**config.mk**
```make
export PLATFORM = sky130hd
export DESIGN_NAME = tx_packet
export DESIGN_NICKNAME = d
export VERILOG_FILES = /design/src/rtl/tx_packet_pkg.sv /design/src/rtl/uart_tx_byte.sv /design/src/rtl/tx_packet.sv
export SDC_FILE = /design/constraint.sdc
export NUM_CORES = 1
export LEC_CHECK = 0
export CORE_ASPECT_RATIO = 0.9
export CORE_MARGIN = 4
export CORE_UTILIZATION = 55
export DETAILED_ROUTE_END_ITERATION = 8
export GPL_TIMING_DRIVEN = 0
export PLACE_DENSITY = 0.79
export SLEW_MARGIN = 30
export SYNTH_ARGS = -nofsm -noshare
export SYNTH_HDL_FRONTEND = slang
export SYNTH_SLANG_ARGS = --single-unit
```
**constraint.sdc**
```tcl
create_clock -name clk -period 3.4 [get_ports clk]
set_input_delay 0.68 -clock clk [delete_from_list [all_inputs] [get_ports clk]]
set_output_delay 0.68 -clock clk [all_outputs]
set_load 0.005 [all_outputs]
```
**src/rtl/tx_packet_pkg.sv**
```systemverilog
// Constants and types shared by the response transmitter and its receiver.
// Holds the packet framing bytes, default sizing and the serializer state encoding.
package tx_packet_pkg;

  localparam logic [7:0] STX = 8'h02;
  localparam logic [7:0] ETX = 8'h03;
  localparam int DEF_PKT_BYTES = 8;
  localparam int DEF_BIT_CLKS  = 2414;

  typedef enum logic [1:0] {
    IDLE  = 2'd0,
    START = 2'd1,
    DATA  = 2'd2,
    STOP  = 2'd3
  } tx_state_e;

  // XOR of the address byte and the four data bytes.
  function automatic logic [7:0] checksum(input logic [6:0] addr, input logic [31:0] data);
    return {1'b0, addr} ^ data[7:0] ^ data[15:8] ^ data[23:16] ^ data[31:24];
  endfunction

endpackage

```
**src/rtl/uart_tx_byte.sv**
```systemverilog
// 8N1 byte serializer: start bit, 8 data bits LSB first, stop bit.
// Handshake: start is honoured only in IDLE; more, sampled at the end of a stop
// bit, chains straight into the next start bit; byte_done pulses on that cycle.
module uart_tx_byte
  import tx_packet_pkg::*;
#(
  parameter int BIT_CLKS = DEF_BIT_CLKS
) (
  input  logic       clk,
  input  logic       rst,
  input  logic       start,
  input  logic       more,
  input  logic [7:0] data,
  output logic       tx,
  output logic       byte_done,
  output tx_state_e  state
);

  localparam int CW = (BIT_CLKS > 1) ? $clog2(BIT_CLKS) : 1;
  localparam logic [CW-1:0] BAUD_LAST = CW'(BIT_CLKS - 1);

  tx_state_e     state_next;
  logic [CW-1:0] baud_cnt;
  logic [CW-1:0] baud_next;
  logic [2:0]    bit_idx;
  logic [2:0]    bit_next;
  logic          bit_end;
  logic          tx_d;

  assign bit_end = (baud_cnt == BAUD_LAST);

  always_ff @(posedge clk) begin
    if (!rst) begin
      state    <= IDLE;
      baud_cnt <= '0;
      bit_idx  <= '0;
      tx       <= 1'b1;
    end else begin
      state    <= state_next;
      baud_cnt <= baud_next;
      bit_idx  <= bit_next;
      tx       <= tx_d;
    end
  end

  always_comb begin
    state_next = state;
    baud_next  = bit_end ? '0 : baud_cnt + 1'b1;
    bit_next   = bit_idx;
    case (state)
      IDLE: begin
        baud_next = '0;
        bit_next  = '0;
        if (start) state_next = START;
      end
      START: if (bit_end) state_next = DATA;
      DATA: begin
        if (bit_end) begin
          bit_next = bit_idx + 3'd1;
          if (bit_idx == 3'd7) state_next = STOP;
        end
      end
      STOP: if (bit_end) state_next = more ? START : IDLE;
      default: state_next = IDLE;
    endcase
  end

  // tx is computed from the next state so the line is a flop with no extra lag.
  always_comb begin
    byte_done = (state == STOP) && bit_end;
    case (state_next)
      START:   tx_d = 1'b0;
      DATA:    tx_d = data[bit_next];
      default: tx_d = 1'b1;
    endcase
  end

endmodule

```
**src/rtl/tx_packet.sv**
```systemverilog
// Response packet transmitter: STX, addr, 4 data bytes LSB first, XOR checksum, ETX.
// Latches addr/ram_data on an accepted tx_start and sequences bytes into uart_tx_byte.
module tx_packet
  import tx_packet_pkg::*;
#(
  parameter int BIT_CLKS  = DEF_BIT_CLKS,
  parameter int PKT_BYTES = DEF_PKT_BYTES
) (
  input  logic        clk,
  input  logic        rst,
  input  logic        tx_start,
  input  logic [6:0]  addr,
  input  logic [31:0] ram_data,
  output logic        tx_out,
  output logic        busy,
  output logic        done
);

  localparam int BW = (PKT_BYTES > 1) ? $clog2(PKT_BYTES) : 1;
  localparam logic [BW-1:0] BYTE_LAST = BW'(PKT_BYTES - 1);

  logic [6:0]    addr_q;
  logic [31:0]   data_q;
  logic [BW-1:0] byte_idx;
  logic [7:0]    cur_byte;
  logic          accept;
  logic          last_byte;
  logic          byte_done;
  tx_state_e     ser_state;

  assign accept    = tx_start && !busy && (ser_state == IDLE);
  assign last_byte = (byte_idx == BYTE_LAST);

  always_ff @(posedge clk) begin
    if (!rst) begin
      addr_q   <= '0;
      data_q   <= '0;
      byte_idx <= '0;
      busy     <= 1'b0;
      done     <= 1'b0;
    end else begin
      if (accept) begin
        addr_q <= addr;
        data_q <= ram_data;
        busy   <= 1'b1;
      end
      if (byte_done) begin
        byte_idx <= last_byte ? '0 : byte_idx + 1'b1;
        if (last_byte) busy <= 1'b0;
      end
      done <= byte_done && last_byte;
    end
  end

  always_comb begin
    cur_byte = ETX;
    if (int'(byte_idx) == 0)                  cur_byte = STX;
    else if (int'(byte_idx) == 1)             cur_byte = {1'b0, addr_q};
    else if (int'(byte_idx) == 2)             cur_byte = data_q[7:0];
    else if (int'(byte_idx) == 3)             cur_byte = data_q[15:8];
    else if (int'(byte_idx) == 4)             cur_byte = data_q[23:16];
    else if (int'(byte_idx) == 5)             cur_byte = data_q[31:24];
    else if (int'(byte_idx) == PKT_BYTES - 2) cur_byte = checksum(addr_q, data_q);
  end

  uart_tx_byte #(
    .BIT_CLKS(BIT_CLKS)
  ) u_ser (
    .clk      (clk),
    .rst      (rst),
    .start    (accept),
    .more     (!last_byte),
    .data     (cur_byte),
    .tx       (tx_out),
    .byte_done(byte_done),
    .state    (ser_state)
  );

endmodule

```
==> results.toml <==
[status]
outcome = "finished, final reports clean"

[timing]
worstMarginPinSlew_ns = 0.621
max_slew_margin = 0.582
achievable-frequency_mhz = 333
rsz_0062_raised_after_global_routing = "false"
totalNegativeSetupSlack_ns = 0
final.setup_skew_ns = 0.00850
slew_violations = 0
setup_violations = 0
final_cycle_share = 0.883
fin_ws_ns = 0.397
hold_violations = 0
post-route-min-period_ns = 3.00

[pwr]
clock_power_share = 0.408
sw_frac_of_total = 0.250
power.leakage_uw = 0.00164
switching_power_uw = 442
design_power_total_uw = 1760
intPower_uw = 1320
portion_of_total_power_attributed_to_sequential_cells = 0.453
power.share.combinational = 0.140
vdd.ir_drop.worst_v = 0.000315
power_density_nw_per_um2 = 415

[cts]
cts_inserted_buffers = 9
tritoncts_clock_tree = "yes"
cts_repair_resize_count = 0
worstSkewPairLatency_ns = 0.34
cts_root_buf = "sky130_fd_sc_hd__clkbuf_8"
post_cts.repair.setup_buffers = 0
max-clock-path-buffers = 2
clk_transition_reported_paths_ns = 0.07
cts_sinks = 62
cts_htree_levels = 3
ctsHoldBuffers = 0

[grt]
total_congestion_overflow = 0
grt_antenna_before_repair = 0
grt_max_degree = 12
wire_length_of_the_first_global_routing_pass_mm = 13.8
globalRouteTotalUtil = 0.226
vias_in_the_first_global_route = 2937

[drt]
first_pass_iters = 5
dr.first_iter.drc_count = 205
route.detailed.wl_per_inst_um = 14.7
remaining_drc_errors = 0
routed_wirelength_mm = 8.37
routed-via-count = 3099
vias_per_inst = 5.43
postRouteAntennaNets = 0

[worst_setup_path]
slowest_stage = "sky130_fd_sc_hd__nor4_4"
timing.critical_path.from_type = "register"
required_ns = 3.66
worst-path-max-fanout = 10
max_stage_delay_ns = 0.56
worst-endpoint-arrival_ns = 3.26
crit_type = "reg -> reg"
cp_cell_sequence = "ha_1, or3b_4, nor4_4, mux2_4, a22oi_4, or3_1, a31oi_1, o311a_1, a32oi_1"
crit_path_end_kind = "register"

[final_layout]
num-nets-final = 531
antenna_cell_count = 0
post-route-util = 0.694
area_growth_pct = 22.2
post_route_cells_drive_above_1_share = 0.0744

[floorplan]
floorplan.initialDensity = 0.568
dieArea_um2 = 7650
core_um2 = 6110
placement_rows = 27
floorplan.die.width_um = 91.8
die_h_um = 83.4
design.portCount = 45

[logic_synthesis]
synth-edff-count = 0
synthFlopType = "sky130_fd_sc_hd__dfxtp_1"
proportion_of_synthesized_chip_area_in_sequential_cells = 0.357
mapped_nets = 476
netlist_area_um2 = 3470
synth_cell_types = 60
synth-async-reset-ratio = 0
ys_top_cells_by_area = "sky130_fd_sc_hd__dfxtp_1 36%, sky130_fd_sc_hd__nand2_1 11%, sky130_fd_sc_hd__a21boi_0 8.4%"
ys_ff_latch = 62
synth_top_area_share = 0.357
synth.yosys.warnings = 0
area_leader_netlist = "sky130_fd_sc_hd__dfxtp_1"
mean_area_per_synthesized_cell_um2 = 8.19
post_synthesis_instance_total = 424

[placed_design]
numPortBuffers = 44
hpwl_mm = 6.28
gpl.final_weighted_congestion = 0.906
preCtsSetupSlack_ns = 0.440

[hold_path]
worst_hold_path_type = "reg -> reg"

[flow_run]
max-cap-violations = 0
[critical path: cells and delay by family, from the launching register on]
| family | cells | cell delay (ns) |
|---|---|---|
| compound gates | 4 | 0.89 |
| fa+ha+maj | 1 | 0.17 |
| flops | 1 | 0.40 |
| mux | 1 | 0.36 |
| simple gates | 3 | 1.10 |
[path summary, 6_finish.rpt]
check,from,endpoint,depth (start not counted),slack (ns)
min,data_q[31],data_q[31],2,0.48
min reg2reg,data_q[31],data_q[31],2,0.48
max reg2reg,u_ser.baud_cnt[0],u_ser.tx,9,0.40
max,u_ser.baud_cnt[0],u_ser.tx,9,0.40
[flip-flops by register name (all words and copies together) (netlist names)]
name	cells
busy	1
u_ser.baud_cnt	12
done	1
u_ser.tx	1
byte_idx	3
data_q	32
u_ser.state	2
addr_q	7
u_ser.bit_idx	3
[cell type report]
cell class | instances | area (um2)
clock buffer | 10 | 138
timing repair buffer | 44 | 440
inverter | 10 | 37.5
fill | 526 | 1870
buffer | 23 | 144
sequential | 62 | 1240
multi-input combinational | 329 | 2050
tap | 87 | 109
clock inverter | 6 | 85.1
[power by group through the flow]
stage / Sequential, uW / Combinational (uW) / Clock [uW]
6_report: 799 / 246 / 719
5_1_grt: 802 / 272 / 770
4_1_cts: 798 / 249 / 730
3_5_place_dp: 815 / 247 / 0
3_3_place_gp: 814 / 241 / 0
2_1_floorplan: 803 / 159 / 0
[per-stage QoR]
stage / instances / cell area [um2] / hold slack, ns
6_report: 571 / 4250 / 0.479
5_1_grt: 571 / 4250 / 0.507
4_1_cts: 571 / 4250 / 0.481
3_5_place_dp: 555 / 4020 / 0.472
3_3_place_gp: 555 / 4020 / 0.467
2_1_floorplan: 424 / 3470 / 0.445
[Yosys cell counts (2+ instances only)]
cell / n
sky130_fd_sc_hd__a211oi_1: 2
sky130_fd_sc_hd__xor2_1: 20
sky130_fd_sc_hd__and2b_2: 2
sky130_fd_sc_hd__nand2_1: 106
sky130_fd_sc_hd__clkbuf_8: 5
sky130_fd_sc_hd__ha_1: 10
sky130_fd_sc_hd__a22oi_1: 2
sky130_fd_sc_hd__clkbuf_1: 16
sky130_fd_sc_hd__dfxtp_1: 62
sky130_fd_sc_hd__xnor2_1: 21
sky130_fd_sc_hd__nand2b_1: 4
sky130_fd_sc_hd__o21ai_0: 5
sky130_fd_sc_hd__or3_1: 2
sky130_fd_sc_hd__a21oi_1: 17
sky130_fd_sc_hd__nand4_1: 2
sky130_fd_sc_hd__nand3_1: 8
sky130_fd_sc_hd__a31oi_1: 5
sky130_fd_sc_hd__nand3b_1: 2
sky130_fd_sc_hd__a22o_1: 2
sky130_fd_sc_hd__a31o_2: 2
sky130_fd_sc_hd__a21boi_0: 39
sky130_fd_sc_hd__mux2i_1: 2
sky130_fd_sc_hd__a221oi_1: 2
sky130_fd_sc_hd__o22ai_1: 2
sky130_fd_sc_hd__o21a_1: 2
sky130_fd_sc_hd__or2_2: 3
sky130_fd_sc_hd__nor2_1: 22
sky130_fd_sc_hd__nor3_1: 5
sky130_fd_sc_hd__a32oi_1: 2
sky130_fd_sc_hd__nor2b_1: 9
sky130_fd_sc_hd__inv_1: 9
sky130_fd_sc_hd__and3_1: 3
sky130_fd_sc_hd__o211a_1: 2
[placed cells by master (no fill, tap or decap), types with 2 or more instances in the layout]
| master | n |
|---|---|
| sky130_fd_sc_hd__nand4_1 | 2 |
| sky130_fd_sc_hd__nor3_1 | 5 |
| sky130_fd_sc_hd__xnor2_1 | 21 |
| sky130_fd_sc_hd__inv_1 | 9 |
| sky130_fd_sc_hd__o211a_1 | 2 |
| sky130_fd_sc_hd__clkbuf_1 | 16 |
| sky130_fd_sc_hd__nand2b_1 | 4 |
| sky130_fd_sc_hd__or3_1 | 2 |
| sky130_fd_sc_hd__a22o_1 | 2 |
| sky130_fd_sc_hd__nand2_1 | 106 |
| sky130_fd_sc_hd__bufinv_16 | 2 |
| sky130_fd_sc_hd__a32oi_1 | 2 |
| sky130_fd_sc_hd__a31oi_1 | 5 |
| sky130_fd_sc_hd__ha_1 | 10 |
| sky130_fd_sc_hd__a22oi_1 | 2 |
| sky130_fd_sc_hd__o22ai_1 | 2 |
| sky130_fd_sc_hd__clkbuf_8 | 15 |
| sky130_fd_sc_hd__a21boi_0 | 39 |
| sky130_fd_sc_hd__xor2_1 | 20 |
| sky130_fd_sc_hd__clkdlybuf4s50_1 | 44 |
| sky130_fd_sc_hd__and2b_2 | 2 |
| sky130_fd_sc_hd__a31o_2 | 2 |
| sky130_fd_sc_hd__dfxtp_1 | 62 |
| sky130_fd_sc_hd__o21a_1 | 2 |
| sky130_fd_sc_hd__nor2_1 | 22 |
| sky130_fd_sc_hd__nand3b_1 | 2 |
| sky130_fd_sc_hd__nand3_1 | 8 |
| sky130_fd_sc_hd__or2_2 | 3 |
| sky130_fd_sc_hd__o21ai_0 | 5 |
| sky130_fd_sc_hd__clkinvlp_4 | 2 |
| sky130_fd_sc_hd__a221oi_1 | 2 |
| sky130_fd_sc_hd__mux2i_1 | 2 |
| sky130_fd_sc_hd__clkinv_2 | 2 |
| sky130_fd_sc_hd__a21oi_1 | 17 |
| sky130_fd_sc_hd__nor2b_1 | 9 |
| sky130_fd_sc_hd__a211oi_1 | 2 |
| sky130_fd_sc_hd__and3_1 | 3 |
[metal layers]
metal	up-vias	part of all wire	GRT usage
met5	-	0	0
met4	0	0.018	0.0783
met3	14	0.047	0.0553
met2	86	0.49	0.371
met1	1458	0.45	0.288
li1	1541	-	-
[cell families (layout without fill, tap and decap cells)]
family          Yosys count  after routing  share of synthesized area
simple gates            178            178                      0.236
compound gates           97             97                      0.205
flops                    62             62                      0.357
xor+xnor                 41             41                      0.103
buf+inv                  33             93                     0.0522
fa+ha+maj                10             10                     0.0360
mux                       3              3                     0.0101
Note: power is estimated with default switching activity, not from simulation.
